`src/rtl/addsub_nibble_sequencer_pkg.sv`:
```
// Shared definitions for the nibble-serial add/subtract sequencer.
//   state_e : sequencer FSM states (IDLE, CALC, DONE)
//   OP_ADD / OP_SUB : encodings of the op input
package addsub_nibble_sequencer_pkg;

    typedef enum logic [1:0] {
        IDLE = 2'd0,
        CALC = 2'd1,
        DONE = 2'd2
    } state_e;

    localparam logic OP_ADD = 1'b0;
    localparam logic OP_SUB = 1'b1;

endpackage

```
`src/rtl/addsub_nibble_sequencer_if.sv`:
```
// Request/response bundle of the nibble-serial add/subtract sequencer.
//   Request : in_valid, in_ready, op, a, b, flush
//   Response: out_valid, out_ready, result, cout, overflow, zero
//   slave modport  : the sequencer side
//   master modport : the requester/consumer side
interface addsub_nibble_sequencer_if #(
    parameter int WIDTH = 16
) ();
    logic             in_valid;
    logic             in_ready;
    logic             op;
    logic [WIDTH-1:0] a;
    logic [WIDTH-1:0] b;
    logic             flush;
    logic             out_valid;
    logic             out_ready;
    logic [WIDTH-1:0] result;
    logic             cout;
    logic             overflow;
    logic             zero;

    modport slave (
        input  in_valid, op, a, b, flush, out_ready,
        output in_ready, out_valid, result, cout, overflow, zero
    );

    modport master (
        output in_valid, op, a, b, flush, out_ready,
        input  in_ready, out_valid, result, cout, overflow, zero
    );
endinterface

```
`src/rtl/addsub_nibble_sequencer_cla4_slice.sv`:
```
// 4-bit carry look-ahead adder slice.
//   a_i, b_i : 4-bit operand nibbles
//   cin_i    : carry into bit 0
//   sum_o    : 4-bit sum
//   cout_o   : carry out of bit 3, formed from group generate/propagate
module cla4_slice (
    input  logic [3:0] a_i,
    input  logic [3:0] b_i,
    input  logic       cin_i,
    output logic [3:0] sum_o,
    output logic       cout_o
);
    logic [3:0] g_s;
    logic [3:0] p_s;
    logic [4:0] c_s;
    logic       grp_g_s;
    logic       grp_p_s;

    assign g_s = a_i & b_i;
    assign p_s = a_i ^ b_i;

    // Every internal carry is expanded directly from generate/propagate so
    // no carry ripples through another.
    assign c_s[0] = cin_i;
    assign c_s[1] = g_s[0] | (p_s[0] & cin_i);
    assign c_s[2] = g_s[1] | (p_s[1] & g_s[0]) | (p_s[1] & p_s[0] & cin_i);
    assign c_s[3] = g_s[2] | (p_s[2] & g_s[1]) | (p_s[2] & p_s[1] & g_s[0])
                  | (p_s[2] & p_s[1] & p_s[0] & cin_i);

    assign grp_g_s = g_s[3] | (p_s[3] & g_s[2]) | (p_s[3] & p_s[2] & g_s[1])
                   | (p_s[3] & p_s[2] & p_s[1] & g_s[0]);
    assign grp_p_s = &p_s;
    assign c_s[4]  = grp_g_s | (grp_p_s & cin_i);

    assign sum_o  = p_s ^ c_s[3:0];
    assign cout_o = c_s[4];
endmodule

```
`src/rtl/addsub_nibble_sequencer.sv`:
```
// Nibble-serial two's-complement adder/subtractor.
// A request accepted in IDLE is processed one nibble per cycle through a
// single 4-bit CLA slice; the result is presented in DONE until consumed.
//   clk   : rising-edge clock
//   rst_n : asynchronous active-low reset
//   bus   : slave side of addsub_nibble_sequencer_if (request, response,
//           flush abort)
module addsub_nibble_sequencer
    import addsub_nibble_sequencer_pkg::*;
#(
    parameter int WIDTH = 16
) (
    input  logic                        clk,
    input  logic                        rst_n,
    addsub_nibble_sequencer_if.slave    bus
);
    localparam int              NIB      = WIDTH / 4;
    localparam int              CW       = (NIB > 1) ? $clog2(NIB) : 1;
    localparam logic [CW-1:0]   LAST_CNT = CW'(NIB - 1);

    state_e             state_q, state_d;
    logic [CW-1:0]      cnt_q, cnt_d;
    logic [WIDTH-1:0]   a_q, a_d;
    logic [WIDTH-1:0]   b_q, b_d;
    logic [WIDTH-1:0]   result_q, result_d;
    logic               carry_q, carry_d;
    logic               cout_q, cout_d;
    logic               ovf_q, ovf_d;
    logic               zero_q, zero_d;
    logic               in_ready_q;
    logic               out_valid_q;

    logic [CW+1:0]      bit_idx_s;
    logic [3:0]         a_nib_s;
    logic [3:0]         b_nib_s;
    logic [3:0]         sum_nib_s;
    logic               slice_cout_s;
    logic               msb_cin_s;

    assign bit_idx_s = {cnt_q, 2'b00};
    assign a_nib_s   = a_q[bit_idx_s +: 4];
    assign b_nib_s   = b_q[bit_idx_s +: 4];

    cla4_slice u_slice (
        .a_i    (a_nib_s),
        .b_i    (b_nib_s),
        .cin_i  (carry_q),
        .sum_o  (sum_nib_s),
        .cout_o (slice_cout_s)
    );

    // Carry into the top bit of the nibble, recovered from its sum bit.
    assign msb_cin_s = a_nib_s[3] ^ b_nib_s[3] ^ sum_nib_s[3];

    // Next-state and datapath update for the sequencer.
    always_comb begin
        state_d  = state_q;
        cnt_d    = cnt_q;
        a_d      = a_q;
        b_d      = b_q;
        result_d = result_q;
        carry_d  = carry_q;
        cout_d   = cout_q;
        ovf_d    = ovf_q;
        zero_d   = zero_q;
        if (bus.flush) begin
            // Abort wins over any handshake in the same cycle.
            state_d = IDLE;
            cnt_d   = {CW{1'b0}};
        end else begin
            case (state_q)
                IDLE: begin
                    if (bus.in_valid) begin
                        // Subtraction is a + ~b + 1: invert b, seed carry.
                        a_d      = bus.a;
                        b_d      = (bus.op == OP_SUB) ? ~bus.b : bus.b;
                        carry_d  = (bus.op == OP_SUB);
                        cnt_d    = {CW{1'b0}};
                        result_d = {WIDTH{1'b0}};
                        cout_d   = 1'b0;
                        ovf_d    = 1'b0;
                        zero_d   = 1'b0;
                        state_d  = CALC;
                    end else begin
                        state_d  = IDLE;
                    end
                end
                CALC: begin
                    result_d[bit_idx_s +: 4] = sum_nib_s;
                    carry_d                  = slice_cout_s;
                    if (cnt_q == LAST_CNT) begin
                        cout_d  = slice_cout_s;
                        ovf_d   = msb_cin_s ^ slice_cout_s;
                        zero_d  = (result_d == {WIDTH{1'b0}});
                        cnt_d   = {CW{1'b0}};
                        state_d = DONE;
                    end else begin
                        cnt_d   = cnt_q + {{(CW-1){1'b0}}, 1'b1};
                    end
                end
                DONE: begin
                    if (bus.out_ready) begin
                        state_d = IDLE;
                    end else begin
                        state_d = DONE;
                    end
                end
                default: begin
                    state_d = IDLE;
                    cnt_d   = {CW{1'b0}};
                end
            endcase
        end
    end

    // State, datapath and registered handshake outputs.
    always_ff @(posedge clk or negedge rst_n) begin
        if (!rst_n) begin
            state_q     <= IDLE;
            cnt_q       <= {CW{1'b0}};
            a_q         <= {WIDTH{1'b0}};
            b_q         <= {WIDTH{1'b0}};
            result_q    <= {WIDTH{1'b0}};
            carry_q     <= 1'b0;
            cout_q      <= 1'b0;
            ovf_q       <= 1'b0;
            zero_q      <= 1'b0;
            in_ready_q  <= 1'b1;
            out_valid_q <= 1'b0;
        end else begin
            state_q     <= state_d;
            cnt_q       <= cnt_d;
            a_q         <= a_d;
            b_q         <= b_d;
            result_q    <= result_d;
            carry_q     <= carry_d;
            cout_q      <= cout_d;
            ovf_q       <= ovf_d;
            zero_q      <= zero_d;
            in_ready_q  <= (state_d == IDLE);
            out_valid_q <= (state_d == DONE);
        end
    end

    assign bus.in_ready  = in_ready_q;
    assign bus.out_valid = out_valid_q;
    assign bus.result    = result_q;
    assign bus.cout      = cout_q;
    assign bus.overflow  = ovf_q;
    assign bus.zero      = zero_q;
endmodule
```
`src/flat_wrapper.sv`:
```
// flat-port wrapper written by rule: the top's interface ports become plain ports
module addsub_nibble_sequencer_flat import addsub_nibble_sequencer_pkg::*;
#(
    parameter int WIDTH = 16
)
  (clk, rst_n, bus_in_valid, bus_op, bus_a, bus_b, bus_flush, bus_out_ready, bus_in_ready, bus_out_valid, bus_result, bus_cout, bus_overflow, bus_zero);
  addsub_nibble_sequencer_if #(.WIDTH(WIDTH)) bus_i ();
  input  logic clk;
  input  logic rst_n;
  input wire logic [$bits(bus_i.in_valid)-1:0] bus_in_valid;
  input wire logic [$bits(bus_i.op)-1:0] bus_op;
  input wire logic [$bits(bus_i.a)-1:0] bus_a;
  input wire logic [$bits(bus_i.b)-1:0] bus_b;
  input wire logic [$bits(bus_i.flush)-1:0] bus_flush;
  input wire logic [$bits(bus_i.out_ready)-1:0] bus_out_ready;
  output wire logic [$bits(bus_i.in_ready)-1:0] bus_in_ready;
  output wire logic [$bits(bus_i.out_valid)-1:0] bus_out_valid;
  output wire logic [$bits(bus_i.result)-1:0] bus_result;
  output wire logic [$bits(bus_i.cout)-1:0] bus_cout;
  output wire logic [$bits(bus_i.overflow)-1:0] bus_overflow;
  output wire logic [$bits(bus_i.zero)-1:0] bus_zero;
  assign bus_i.in_valid = bus_in_valid;
  assign bus_i.op = bus_op;
  assign bus_i.a = bus_a;
  assign bus_i.b = bus_b;
  assign bus_i.flush = bus_flush;
  assign bus_i.out_ready = bus_out_ready;
  assign bus_in_ready = bus_i.in_ready;
  assign bus_out_valid = bus_i.out_valid;
  assign bus_result = bus_i.result;
  assign bus_cout = bus_i.cout;
  assign bus_overflow = bus_i.overflow;
  assign bus_zero = bus_i.zero;
  addsub_nibble_sequencer #(.WIDTH(WIDTH)) u_core (.clk(clk), .rst_n(rst_n), .bus(bus_i));
endmodule
```
`config.mk`:
```
export PLATFORM = sky130hd
export DESIGN_NAME = addsub_nibble_sequencer_flat
export DESIGN_NICKNAME = d
export VERILOG_FILES = /design/src/rtl/addsub_nibble_sequencer_pkg.sv /design/src/rtl/addsub_nibble_sequencer_if.sv /design/src/rtl/addsub_nibble_sequencer_cla4_slice.sv /design/src/rtl/addsub_nibble_sequencer.sv /design/src/flat_wrapper.sv
export SDC_FILE = /design/constraint.sdc
export NUM_CORES = 1
export LEC_CHECK = 0
export ABC_AREA = 1
export CAP_MARGIN = 20
export CORE_ASPECT_RATIO = 1.2
export CORE_MARGIN = 1
export CORE_UTILIZATION = 47
export DETAILED_ROUTE_END_ITERATION = 6
export PLACE_DENSITY = 0.76
export REMOVE_ABC_BUFFERS = 1
export SYNTH_ARGS = -nofsm -noshare
export SYNTH_HDL_FRONTEND = slang
export SYNTH_SLANG_ARGS = --single-unit
```
`constraint.sdc`:
```
create_clock -name clk -period 2.46 [get_ports clk]
set_input_delay 0.492 -clock clk [delete_from_list [all_inputs] [get_ports clk]]
set_output_delay 0.492 -clock clk [all_outputs]
set_load 0.05 [all_outputs]
```
==> results.cfg <==
[clock_network]
cts_inserted_buffers = 9
root_buffer = clkbuf_8
clock_latency_ns = 0.34
htreeDepth = 3
cts_tree = done
clk_path_buf_depth = 2
cts.sinks = 58
clk_pin_slew_worst_paths_ns = 0.07

[global_route]
top_usage_layer = met2
track_usage_pct = 23.0
grt_max_degree = 50
use_met2_pct = 40.0
met1_usage_pct = 27.8
grt_pass1_vias = 2826
antenna_found_initial = 0
grt_overflow = 0
use_met3_pct = 5.22
grt_pass1_wl_mm = 13.0

[logic_synthesis]
ys_seq_area_share_pct = 45.3
synth_top_area_share_pct = 44.4
synthTopCellsByArea = dfrtp_1 (44%), nand2_1 (15%), o21ai_0 (6.5%), nor2_1 (4.7%), xnor2_1 (4.4%)
synth-seq-cells = 58
syn_area_um2 = 3210
syn_inst = 412
ys_async_sr_fraction_pct = 100
synth_cell_types = 33
yosysTopAreaCell = dfrtp_1
synth_most_common_cell = nand2_1
yosys_most_used_dff = dfrtp_1
synth_edf_count = 0
synth_common_cells = nand2_1 (127), dfrtp_1 (57), o21ai_0 (42), nor2_1 (40), inv_1 (28)
synth_warnings = 0
synth.avg_cell_area_um2 = 7.79

[pwr]
p_clk_share_pct = 32.0
p_int_mw = 2.16
pwr-share-comb_pct = 31.3
power_density_nw_per_um2 = 759
p_sw_share_pct = 33.7
leakagePower_nw = 2.06
peakVddDrop_uv = 364
p_sw_mw = 1.10
power.share.sequential_pct = 36.8

[timing]
worstMarginPinSlew_ns = 0.665
setup-tns-final_ns = 0
drv_slew = 0
fin_crit_sh_pct = 97.7
max_clock_freq_mhz = 416
slew-limit-headroom_pct = 55.6
fin_crit_ns = 2.40
hold_violations = 0
worst_slack_ns = 0.0559
finClkSkew_ns = 0.00748
rsz0062_at_grt = true
setup_viol = 0

[final_layout]
syn_to_final_growth_pct = 33.9
fin_cells = 576
multiInputGateArea_um2 = 1620
seqCellArea_um2 = 1460
finalNetCount = 536
fillers = 559
num_antenna_cells = 0
drive_gt1_share_pct = 14.5

[worst_setup_path]
end_kind = flip-flop
start_kind = flip-flop
path_delay_family = simple AND/OR/NAND/NOR gates
worstPathRequired_ns = 2.73
critical_path_arrival_ns = 2.67
critPathMaxFanout = 7
path_cells = inv_4 -> buf_6 -> nor2_4 -> o22ai_4 -> fa_2 -> nand3_2 -> nor2_2 -> nor2_2 -> nand2_1 -> nor2_1 -> nand3_1 -> nor2_1 -> nand3_1 -> o21bai_2
crit_buf_inv = 2
crit_type = reg -> reg
worst_path_largest_cell_delay_ns = 0.50
crit_slowest_cell = fa_2

[placement]
dp.cells = 552
port_buffers = 58
place_congestion = 0.941
pre_cts_slack_ns = -0.0211
dpl.hpwl_mm = 5.63

[floorplan]
die_y_um = 92.5
io-pin-count = 59
die_w_um = 77.4
rows = 32
coreArea_um2 = 6530
die-area_um2 = 7160
start_util_pct = 49.2

[route]
via_per_inst = 5.11
drc_errors = 0
drtIter0Drc = 164
wl_per_cell_um = 13.7
detail-route-antenna-nets = 0
wl_mm = 7.89
vias = 2943
drt_pass1_iterations = 4

[min_path]
hp-class = in -> async

[status]
status = finished clean

[job]
drv_cap = 0
==> power by group through the flow <==
stage                     combinational, mW  clock, mW  sequential, mW
after floorplan                       0.559          0            1.26
after global placement                0.917          0            1.20
after detailed placement              0.935          0            1.20
after CTS                             0.946       1.06            1.19
after global routing                   1.14       1.09            1.21
final                                  1.02       1.04            1.20
==> cells by family after synthesis <==
logic type / share of synthesized area (%)
simple gates: 26.5
compound gates: 12.6
buf+inv: 6.39
flops: 45.3
fa+ha+maj: 4.91
xor+xnor: 4.37
==> registers in the layout, indices dropped and copies added (netlist names), 2 cells and up <==
signal             cells
u_core.a_q            16
u_core.b_q            16
u_core.bus.result     16
u_core.cnt_q           2
u_core.state_q         2
==> worst paths after layout <==
kind / slack [ns] / from / cells past startpoint / end
setup / recovery: 0.06 / u_core.cnt_q[0] / 14 / u_core.bus.zero
hold / removal: 0.15 / rst_n / 1 / u_core.bus.zero
setup reg to reg: 0.06 / u_core.cnt_q[0] / 14 / u_core.bus.zero
hold reg to reg: 0.47 / u_core.a_q[11] / 2 / u_core.a_q[11]
max in group asynchronous: 1.74 / rst_n / 2 / u_core.cnt_q[1]
min in group clk: 0.47 / u_core.a_q[11] / 2 / u_core.a_q[11]
==> layout make-up <==
cell class / instances / area share (%)
Multi-Input combinational cell: 305 / 37.8
Clock inverter: 6 / 2.45
Inverter: 34 / 3.09
Timing Repair Buffer: 78 / 17.4
Sequential cell: 58 / 33.9
Clock buffer: 10 / 2.97
Tap cell: 85 / 2.47
==> worst reg2reg max path: stages (launching register included) <==
cell and delay, ns:
dfrtp_2 0.45, inv_4 0.11, buf_6 0.13, nor2_4 0.04, o22ai_4 0.18, fa_2 0.50, nand3_2 0.12, nor2_2 0.06
nor2_2 0.12, nand2_1 0.07, nor2_1 0.12, nand3_1 0.09, nor2_1 0.13, nand3_1 0.10, o21bai_2 0.14
==> timing repair <==
| action | in CTS | in global routing |
|---|---|---|
| gates resized for setup | 3 | 32 |
| setup endpoints to repair | 1 | 7 |
| endpoints found under the hold margin | 0 | 0 |
| cloned | 0 | 1 |
| pin swaps | 0 | 19 |
| setup buffers | 0 | 7 |
| hold buffers | 0 | 0 |
==> cells in the final DEF (no fill, tap or decap), types with 2 or more instances in the layout <==
master / netlist / routed
a21oi_1: 8 / 6
a21oi_2: 0 / 2
buf_2: 7 / 2
buf_4: 1 / 15
buf_6: 1 / 3
bufinv_16: 0 / 3
clkbuf_8: 0 / 9
clkdlybuf4s50_1: 0 / 57
clkinv_2: 0 / 3
dfrtp_1: 57 / 55
dfrtp_2: 0 / 2
ha_1: 11 / 10
inv_1: 28 / 27
inv_2: 4 / 4
inv_4: 0 / 2
nand2_1: 127 / 125
nand2_2: 1 / 3
nand3_1: 25 / 24
nand4_1: 6 / 6
nor2_1: 40 / 33
nor2_2: 2 / 8
nor2_4: 1 / 2
o21ai_0: 42 / 38
o21ai_1: 0 / 2
o21ai_2: 2 / 4
o22ai_1: 14 / 12
xnor2_1: 16 / 16
==> per-layer routing <==
metal  vias up  wire [um]
li1       1482          -
met2        95       3940
met5         -          0
met1      1349       3380
met4         0        196
met3        17        377
==> metrics by stage <==
step	utilization [%]	hold WS (ns)	instance area [um^2]	power, mW
after floorplan	-	0.196	3130	1.82
final	65.9	0.146	4300	3.26
after global routing	65.9	0.182	4300	3.45
after global placement	60.0	0.454	3920	2.12
after CTS	63.8	0.161	4160	3.19
after detailed placement	60.0	0.459	3920	2.14
No activity file was read; power rests on OpenSTA's default activity.
==> variant, RTL diff (config.mk and constraints unchanged) <==
Encoding of `state_e`: now one-hot (3 bits for 3 states).
--- a/src/rtl/addsub_nibble_sequencer_pkg.sv
+++ b/src/rtl/addsub_nibble_sequencer_pkg.sv
@@ -4,8 +4,8 @@
 package addsub_nibble_sequencer_pkg;
 
-    typedef enum logic [1:0] {
-        IDLE = 2'd0,
-        CALC = 2'd1,
-        DONE = 2'd2
+    typedef enum logic [2:0] {
+        IDLE = 3'b001,
+        CALC = 3'b010,
+        DONE = 3'b100
     } state_e;
 
Check against the original RTL: no difference found for any inputs over 10 cycles, from zero or initial values and one cycle with rst_n low; not proved beyond that.
==> variant against the original RTL <==
Setup slack lost 0.025 ns. Routed wire length is 2.7% higher. Critical endpoint unchanged. Total power decreased by 11%. Global-route usage fell by 0.57 points. Clock power down 18%. Largest cell class unchanged. Sequential power about the same. Clock skew is 0.0049 ns higher. Count of clock-buffer cells in the layout is 1 higher. Area after synthesis grew 3.3%. Non-clock buffer count grew 2. Sequential share of layout area fell by 0.74 points. Final area is 4.1% higher. Final cell count is 2.3% higher. Sequential cell count grew 1.
==> variant: results (changes against the original RTL) <==
The logs give 3073 (was 2943) for the total number of vias and 59 (was 58) for the total clock sinks. The mean routed wirelength per cell is 13.8 um (was 13.7 um). The total length of routed met3 wires was 315 um (was 377 um). The register area share after synthesis was 44.6% (was 45.3%); the post-synthesis share of cell area spent on full adders, half adders and majority gates was 4.75% (was 4.91%). For the clock buffer count in the final layout, the log shows 11 (was 10). The number of resized instances in the post-cts repair step is 0 (was 3), and the worst slew margin relative to its limit is 61.9% (was 55.6%).

The register fraction of the total cell area came out at 33.1% (was 33.9%). Number of distinct library cell variants in the gate-level netlist after synthesis: 32 (was 33). The worst-case setup slack after placement is 0.0281 ns (was -0.0211 ns), and the global-route met1 utilization is 25.0% (was 27.8%). The detailed-routing wirelength on met1 was 3.24 mm (was 3.38 mm). The switching part of the total power was 33.0% (was 33.7%); the post-synthesis xor/xnor area fraction was 4.23% (was 4.37%). The run gives 0.00176 mm2 (was 0.00162 mm2) as the area of the multi-input gates. The non-clock buffering overhead in the final layout was 17.1% (was 17.4%); the length of routed met2 wiring was 4.27 mm (was 3.94 mm). The all-layer global routing usage came out at 22.5% (was 23.0%).

The peak fanout along the critical path came out at 8 (was 7). The setup skew after layout was 0.0124 ns (was 0.00748 ns); the post-layout net count was 549 (was 536). The tools report the wire length of the first global-routing pass as 12.7 mm (was 13.0 mm).

Register-to-register path setup slack: 0.03 ns (was 0.06 ns). The final worst hold slack was 0.136 ns (was 0.146 ns). The synthesized netlist cell count came out at 424 (was 412).

The routed wire length came out at 8.10 mm (was 7.89 mm). The flow ran to the end, and the final reports show no timing, DRC or antenna violations. The half-perimeter wire length of the detailed placement result was 5.68 mm (was 5.63 mm). Top cells by count, synth: 122 x nand2_1, 57 x dfrtp_1, 42 x nor2_1 (was 127 x nand2_1, 57 x dfrtp_1, 42 x o21ai_0). The run gives 2.06 nW (about the same) as the static leakage. The arrival time at the worst endpoint was 2.66 ns (was 2.67 ns); the synthesis-to-layout area growth was 34.9% (was 33.9%).

The global-route met2 utilization is 39.6% (was 40.0%). The complex-gate fraction of the synthesized area was 12.1% (was 12.6%); the number of global-route vias before repair was 2853 (was 2826). The count of placed standard cells including taps is 569 (was 552), and the number of non-clock buffers is 80 (was 78). Number of violations reported at the end of detailed-routing iteration 0: 168 (was 164). The number of non-clock inverters is 44 (was 34). For the largest net degree at the start of global routing, the log shows 49 (was 50).
## variant: cell types whose count changed after synthesis, moves of 3 or more
cell     unedited run  this run
buf_6               1         5
a21oi_1             8         5
nand3_1            25        22
o21ai_1             0         7
inv_1              28        40
nand2_1           127       122
o21ai_0            42        35
## variant: power by group through the flow
stage / sequential [W] / clock, W / combinational [W]
2_1_floorplan: 0.00119 / 0 / 0.000467
3_3_place_gp: 0.00120 / 0 / 0.000704
3_5_place_dp: 0.00120 / 0 / 0.000720
4_1_cts: 0.00118 / 0.000854 / 0.000723
5_1_grt: 0.00121 / 0.000894 / 0.000966
6_report: 0.00120 / 0.000850 / 0.000866
## variant: critical path: stages, from the launching register on
cell	delay (ns)
dfrtp_2	0.47
buf_4	0.17
inv_4	0.08
o21ai_0	0.08
o22ai_1	0.17
ha_1	0.31
or2_1	0.26
nand2_2	0.10
nand2_2	0.10
nand2_4	0.09
nand4_1	0.10
nand2_1	0.10
inv_1	0.06
nand2_1	0.06
nor2_1	0.05
nand3_1	0.07
nand2_1	0.05
